`config.mk`:
```
export PLATFORM = sky130hd
export DESIGN_NAME = sysbus_arbiter
export DESIGN_NICKNAME = d
export VERILOG_FILES = /design/src/rtl/sysbus_arbiter.sv
export SDC_FILE = /design/constraint.sdc
export NUM_CORES = 1
export LEC_CHECK = 0
export BUFFER_PORTS_ARGS = -buffer_cell sky130_fd_sc_hd__buf_2
export CAP_MARGIN = 20
export CORE_AREA = 3 3 313 315
export DETAILED_ROUTE_END_ITERATION = 12
export DIE_AREA = 0 0 316 318
export PLACE_DENSITY_LB_ADDON = 0.1
export SLEW_MARGIN = 30
export SYNTH_ARGS = -nofsm -noshare
export SYNTH_HDL_FRONTEND = slang
export SYNTH_SLANG_ARGS = --single-unit
```
`constraint.sdc`:
```
create_clock -name clk -period 10.6 [get_ports clk]
set_input_delay 3.18 -clock clk [delete_from_list [all_inputs] [get_ports clk]]
set_output_delay 3.18 -clock clk [all_outputs]
set_load 0.03 [all_outputs]
```
`src/rtl/sysbus_arbiter.sv`:
```
// sysbus_arbiter: two-requester Sysbus arbiter and cache-line read sequencer.
// Requester 0 is instruction fetch and requester 1 is data memory. Only one line
// read is outstanding at a time. Each line is collected from BEATS response beats
// and returned to the requester that owns the transaction.
// Optional feature: define BUSARB_RR_EN for round-robin arbitration. When it is
// left undefined, requester 0 has fixed priority.

`ifndef SYSBUS_READ
`define SYSBUS_READ 1'b1
`endif
`ifndef SYSBUS_MEMORY
`define SYSBUS_MEMORY 4'b0001
`endif

module sysbus_arbiter #(
    parameter int BUS_DATA_WIDTH = 64,
    parameter int BUS_TAG_WIDTH  = 13,
    parameter int BEATS          = 8
) (
    input  logic                            clk,
    input  logic                            reset,
    input  logic [1:0]                      req_valid,
    input  logic [BUS_DATA_WIDTH-1:0]       req_addr_0,
    input  logic [BUS_DATA_WIDTH-1:0]       req_addr_1,
    output logic [1:0]                      req_grant,
    output logic [1:0]                      rsp_valid,
    output logic [BUS_DATA_WIDTH*BEATS-1:0] rsp_data,
    output logic                            bus_reqcyc,
    output logic [BUS_DATA_WIDTH-1:0]       bus_req,
    output logic [BUS_TAG_WIDTH-1:0]        bus_reqtag,
    input  logic                            bus_reqack,
    input  logic                            bus_respcyc,
    output logic                            bus_respack,
    input  logic [BUS_DATA_WIDTH-1:0]       bus_resp,
    input  logic [BUS_TAG_WIDTH-1:0]        bus_resptag
);

    // Byte offset bits inside one line. These are cleared in the bus address.
    localparam int OFFSET_BITS = $clog2(BEATS * BUS_DATA_WIDTH / 8);
    localparam int CNT_W       = $clog2(BEATS);
    localparam logic [BUS_DATA_WIDTH-1:0] LINE_MASK = {BUS_DATA_WIDTH{1'b1}} << OFFSET_BITS;
    localparam logic [CNT_W-1:0]          LAST_BEAT = CNT_W'(BEATS - 1);

    typedef enum logic [2:0] {
        IDLE,
        REQ,
        WAIT,
        RESP,
        DONE
    } state_t;

    state_t                    state;
    logic [CNT_W-1:0]          count;
    logic                      owner;
    logic                      win_id;
    logic [BUS_DATA_WIDTH-1:0] win_addr;
    logic                      beat_accept;
    logic [BUS_DATA_WIDTH-1:0] line_buf [BEATS];
    logic [BUS_DATA_WIDTH*BEATS-1:0] line_next;

`ifdef BUSARB_RR_EN
    // The pointer names the requester that is favoured when both are requesting.
    logic rr_ptr;
`endif

    // With a single transaction outstanding, the response tag carries no information.
    logic unused_resptag;
    assign unused_resptag = ^bus_resptag;

    // Beats count only while a response is expected. Stray beats at other times are not acknowledged.
    assign beat_accept = bus_respcyc && ((state == WAIT) || (state == RESP));
    assign bus_respack = beat_accept;

    // Select the winner from the current requests. The choice is used only in IDLE.
    always_comb begin
        win_id = 1'b0;
`ifdef BUSARB_RR_EN
        if (req_valid == 2'b11) begin
            win_id = rr_ptr;
        end else begin
            win_id = ~req_valid[0];
        end
`else
        win_id = ~req_valid[0];
`endif
        win_addr = win_id ? req_addr_1 : req_addr_0;
    end

    // Build the completed line: the stored beats plus the beat arriving in the final slot.
    always_comb begin
        line_next = '0;
        for (int k = 0; k < BEATS; k++) begin
            if (k == BEATS - 1) begin
                line_next[k*BUS_DATA_WIDTH +: BUS_DATA_WIDTH] = bus_resp;
            end else begin
                line_next[k*BUS_DATA_WIDTH +: BUS_DATA_WIDTH] = line_buf[k];
            end
        end
    end

    // Beat storage. After a reset, slots are always rewritten before they are read.
    always_ff @(posedge clk) begin
        if (beat_accept) begin
            line_buf[count] <= bus_resp;
        end
    end

    // Transaction sequencer. All bus and requester outputs are registered here.
    always_ff @(posedge clk or negedge reset) begin
        if (!reset) begin
            state      <= IDLE;
            count      <= '0;
            owner      <= 1'b0;
            bus_reqcyc <= 1'b0;
            bus_req    <= '0;
            bus_reqtag <= '0;
            req_grant  <= 2'b00;
            rsp_valid  <= 2'b00;
            rsp_data   <= '0;
`ifdef BUSARB_RR_EN
            rr_ptr     <= 1'b0;
`endif
        end else begin
            req_grant <= 2'b00;
            rsp_valid <= 2'b00;
            case (state)
                IDLE: begin
                    if (|req_valid) begin
                        state      <= REQ;
                        owner      <= win_id;
                        count      <= '0;
                        bus_reqcyc <= 1'b1;
                        bus_req    <= win_addr & LINE_MASK;
                        bus_reqtag <= BUS_TAG_WIDTH'({`SYSBUS_READ, `SYSBUS_MEMORY, 7'b0, win_id});
                        req_grant  <= win_id ? 2'b10 : 2'b01;
                    end
                end
                REQ: begin
                    if (bus_reqack) begin
                        bus_reqcyc <= 1'b0;
                        state      <= WAIT;
                    end
                end
                WAIT, RESP: begin
                    if (bus_respcyc) begin
                        count <= count + 1'b1;
                        if (count == LAST_BEAT) begin
                            state     <= DONE;
                            rsp_valid <= owner ? 2'b10 : 2'b01;
                            rsp_data  <= line_next;
                        end else begin
                            state <= RESP;
                        end
                    end
                end
                DONE: begin
                    state <= IDLE;
`ifdef BUSARB_RR_EN
                    rr_ptr <= ~owner;
`endif
                end
                default: begin
                    state <= IDLE;
                end
            endcase
        end
    end

endmodule

```
# [Word level (Yosys, flattened, before mapping)]
# Memory sizes are Yosys's and may differ from the RTL's. A register that Yosys moved wholly into a read port is not among the register bits.
# Cells that the tools add are included.
[op_classes] n_addsub=1 eq_ne=7 muxes=21 bitwise=1 n_reduce_logical=19
[ops] cell="$mux 64" n=1
[ops] cell="$mux 3" n=6
[ops] cell="$mux 2" n=7
[ops] cell="$reduce_and 3->1" n=4
[ops] cell="$pmux 3 s3" n=1
[ops] cell="$logic_not 1->1" n=7
[ops] cell="$eq 3x2->1 const B" n=2
[ops] cell="$ne 2x2->1 const B" n=3
[ops] cell="$pmux 3 s2" n=1
[ops] cell="$mux 1" n=4
[ops] cell="$reduce_bool 2->1" n=2
[ops] cell="$reduce_or 2->1" n=2
[ops] cell="$add 3x1->3 const B" n=1
[ops] cell="$eq 3x1->1 const B" n=1
[ops] cell="$eq 3x3->1 const B" n=1
[ops] cell="$logic_not 3->1" n=1
[ops] cell="$pmux 1 s2" n=1
[ops] cell="$reduce_and 2->1" n=1
[ops] cell="$logic_and 1x1->1" n=1
[ops] cell="$logic_or 1x1->1" n=1
[ops] cell="$not 1->1" n=1
[totals] ff_bits=584 mem_bits_rw=512 input_bits=211 output_inout_bits=595 word_cells=59 memories=1
[memory_table] memory="line_buf" depth=8 word_bits=64 read_ports=7 rd_ports_with_merged_regs=7 wr=1 line_no="58" text="logic [BUS_DATA_WIDTH-1:0] line_buf [BEATS];"

# [Depth between registers and ports, before layout]
[logic_depth] depth_word=5 ltp_mapped=7 depth_no_buf=5

# [Worst setup path before layout]
# No wires, ideal clock.
[synth_timing] path_kind="input to register" startpoint="input port bus_respcyc" endpoint="memory line_buf[0][0] (enable)" setup_ps=645 arrival_ps=9476 t_required_ps=9955 slack_ps=479 cell_stages=2 n_path_buf=0 cell_sequence="nand3b_1 nor4_1"
[synth_between] elab_chain_len=3
[synth_lines] element="start, declared" line_no="32" text="input logic bus_respcyc,"
[synth_lines] element="$logic_and 1x1->1" line_no="71" text="assign beat_accept = bus_respcyc && ((state == WAIT) || (state == RESP));"
[synth_lines] element="$mux 1" line_no="103" text="if (beat_accept) begin"
[synth_lines] element="$mux 1 (not written as such)" line_no="104" text="line_buf[count] <= bus_resp;"
[synth_lines] element="end, declared" line_no="58"
# Every way passes these cells.

# [Final worst setup path]
[layout_timing] startpoint="input port bus_respcyc" endpoint="output port bus_respack"
[layout_between] elab_chain_len=1
[layout_lines] element="$logic_and 1x1->1" line_no="71"
[layout_lines] element="end, declared" line_no="33" text="output logic bus_respack,"
# Every way passes these cells.

==> impl_metrics.toml <==
[status]
status = "finished, final reports clean"

[global_route]
antenna_found_initial = 13
grt_max_degree = 166
grt_pass1_vias = 20569
grtUsageTotal = 0.188
grt-ovfl-total = 0
grt_pass1_wl_mm = 140

[route]
dr.pass1.iters = 4
vias_per_cell = 4.76
drtIter0Drc = 1066
drc = 0
ant_nets = 0
drt-total-wl_mm = 95.8
vias = 19313
wire_per_inst_um = 23.6

[floorplan]
initial_core_util = 0.378
dieArea_um2 = 100000
dieHeight_um = 318
core_um2 = 95200
rows = 113
io_pins = 806
die_w_um = 316

[critical_path]
required_ns = 7.42
critPathArrivalTime_ns = 4.11
worstRegToRegCells = 8
path_class = "input port to output pin"
r2r-end = "rsp_data[452]"
reg2reg_slack_ns = 7.11
end_kind = "output pin"
cp-startpoint = "bus_respcyc"
worstPathMaxFanout = 8
reg2reg_from = "count[1]"
startpoint_type = "input port"

[timing]
clock.fmax_mhz = 137
relSlewSlack = 0.392
rsz0062_at_grt = "no"
hold_viol_final = 0
fin_crit_sh = 0.688
drv_slew = 0
period_needed_ns = 7.29
finalSetupTns_ns = 0
worst_slew_pin_slew_ns = 0.912
skew_ns = 0.0175
setup_violations = 0
setup_slack_ns = 3.31

[clock_tree]
htree_num_levels = 3
cts_max_path_buffers = 3
cts_tree = "yes"
cts_buffers = 108
cts_post_setup_buffers_inserted = 0
ctsHoldBuffers = 0
worst_skew_pair.late_latency_ns = 0.67
root_buffer = "clkbuf_16"
postCtsResizedCells = 0
clkTransAtPathRegs_ns = 0.06
cts.sinks = 1031

[synthesis]
avgSynthCellArea_um2 = 19.2
synth_seq_cells = 1031
postSynthCellCount = 1868
synthesis.area_um2 = 35900
synth-seq-area-share = 0.780
yosysUniqueCellTypes = 28
synth_warnings = 0

[cells_and_area]
drive_gt1_frac = 0.393
nNetsFinal = 2901
area_growth_pct = 24.7
fillers = 8293

[run]
cap_violations = 0

[hold_path]
holdCritPathClass = "flip-flop to flip-flop"
holdCritStartpoint = "line_buf[2][51]"
min_to = "rsp_data[179]"
hold_path_depth = 1

[pwr]
power.density_nw_per_um2 = 320
vdd_drop_max_mv = 0.187
p_leak_nw = 20.6

[place]
port_buffers = 764
dp_hpwl_mm = 62.5
place.gp.congestion = 0.790
dp_slack_ns = 3.30
-- worst max path at each step --
stage                          end  slack, ns  depth (start not counted)
floorplan           line_buf[0][0]       0.48                          2
global placement       bus_respack       3.34                          4
detailed placement     bus_respack       3.30                          4
CTS                    bus_respack       3.30                          4
global route           bus_respack       3.24                          4
finish                 bus_respack       3.31                          4
-- final cells by class --
cell class	count	area, um^2	share of cell area
inverter	1	3.75	0.0000837
multi-input combinational	750	7310	0.163
antenna	7	17.5	0.000391
clock buffer	150	3040	0.0678
timing repair buffer	796	4170	0.0930
sequential	1031	28000	0.626
tap	1265	1580	0.0353
clock inverter	56	654	0.0146
-- report_power, final --
part / internal [mW] / switching (mW)
combinational: 1.28 / 3.33
sequential: 5.37 / 0.510
clock: 2.30 / 1.57
-- synth_stat cells (all sizes together) --
cell,instances,share of area
and3,1,0.00017
mux2,512,0.16
a21oi,120,0.017
o211ai,1,0.00021
a21bo,1,0.00028
clkbuf,19,0.0020
nand2,11,0.0011
conb,1,0.00010
o21ai,5,0.00070
edfxtp,448,0.37
nand3b,1,0.00021
or2,3,0.00052
ha,2,0.00070
nor3,6,0.00097
nor2,6,0.00084
mux2i,58,0.016
and2,2,0.00035
inv,1,0.00010
dfrtp,583,0.41
nand2b,4,0.00070
buf,82,0.017
nor4,1,0.00017
-- cells in the final DEF (no fill, tap or decap), drive strengths merged, types with 2 or more instances in the layout --
master,n
edfxtp,448
and2,2
nand2,11
mux2i,58
o21ai,5
clkinvlp,2
clkbuf,150
bufinv,12
nand2b,4
mux2,512
a21oi,120
inv,4
clkinv,39
nor2,6
conb,16
dfrtp,583
nor3,6
or2,3
buf,796
diode,7
ha,2
-- registers in the layout, indices dropped and copies added, names as in the netlist, 2 cells and up --
name,cells
bus_req,58
rsp_valid,2
count,3
state,3
req_grant,2
bus_reqtag,2
line_buf,448
rsp_data,512
-- worst max-delay path: stages --
cell      delay, ns
buf_2          0.10
nand3b_1       0.28
inv_1          0.28
buf_2          0.27
-- per-layer routing --
| metal | wire length (um) | vias up | global-route usage |
|---|---|---|---|
| met5 | 53 | - | 0 |
| met4 | 2740 | 6 | 0.0625 |
| met3 | 8190 | 137 | 0.0686 |
| met2 | 47900 | 573 | 0.315 |
| met1 | 36900 | 10075 | 0.222 |
| li1 | - | 8522 | - |
-- metrics by stage --
step / std cells / hold slack, ns / util / total power [mW] / area, um^2
after detailed placement: 3841 / 0.448 / 0.431 / 10.7 / 41000
after CTS: 4047 / 0.458 / 0.470 / 14.6 / 44700
after global routing: 4054 / 0.463 / 0.471 / 15.0 / 44800
after global placement: 3841 / 0.441 / 0.431 / 10.6 / 41000
final: 4056 / 0.456 / 0.471 / 14.4 / 44800
after floorplan: 1883 / 0.439 / - / 8.81 / 36000
-- logic make-up (layout without fill, tap and decap cells) --
group / after synthesis / after routing / synth area share
buffers and inverters: 102 / 1003 / 0.0194
AO/OA/AOI/OAI: 127 / 127 / 0.0179
flip-flops: 1031 / 1031 / 0.780
multiplexers: 570 / 570 / 0.177
adder cells (fa/ha/maj): 2 / 2 / 0.000696
AND/OR/NAND/NOR: 35 / 35 / 0.00508
other: 1 / 23 / 0.000104
Power figures use the tool's default switching activity.
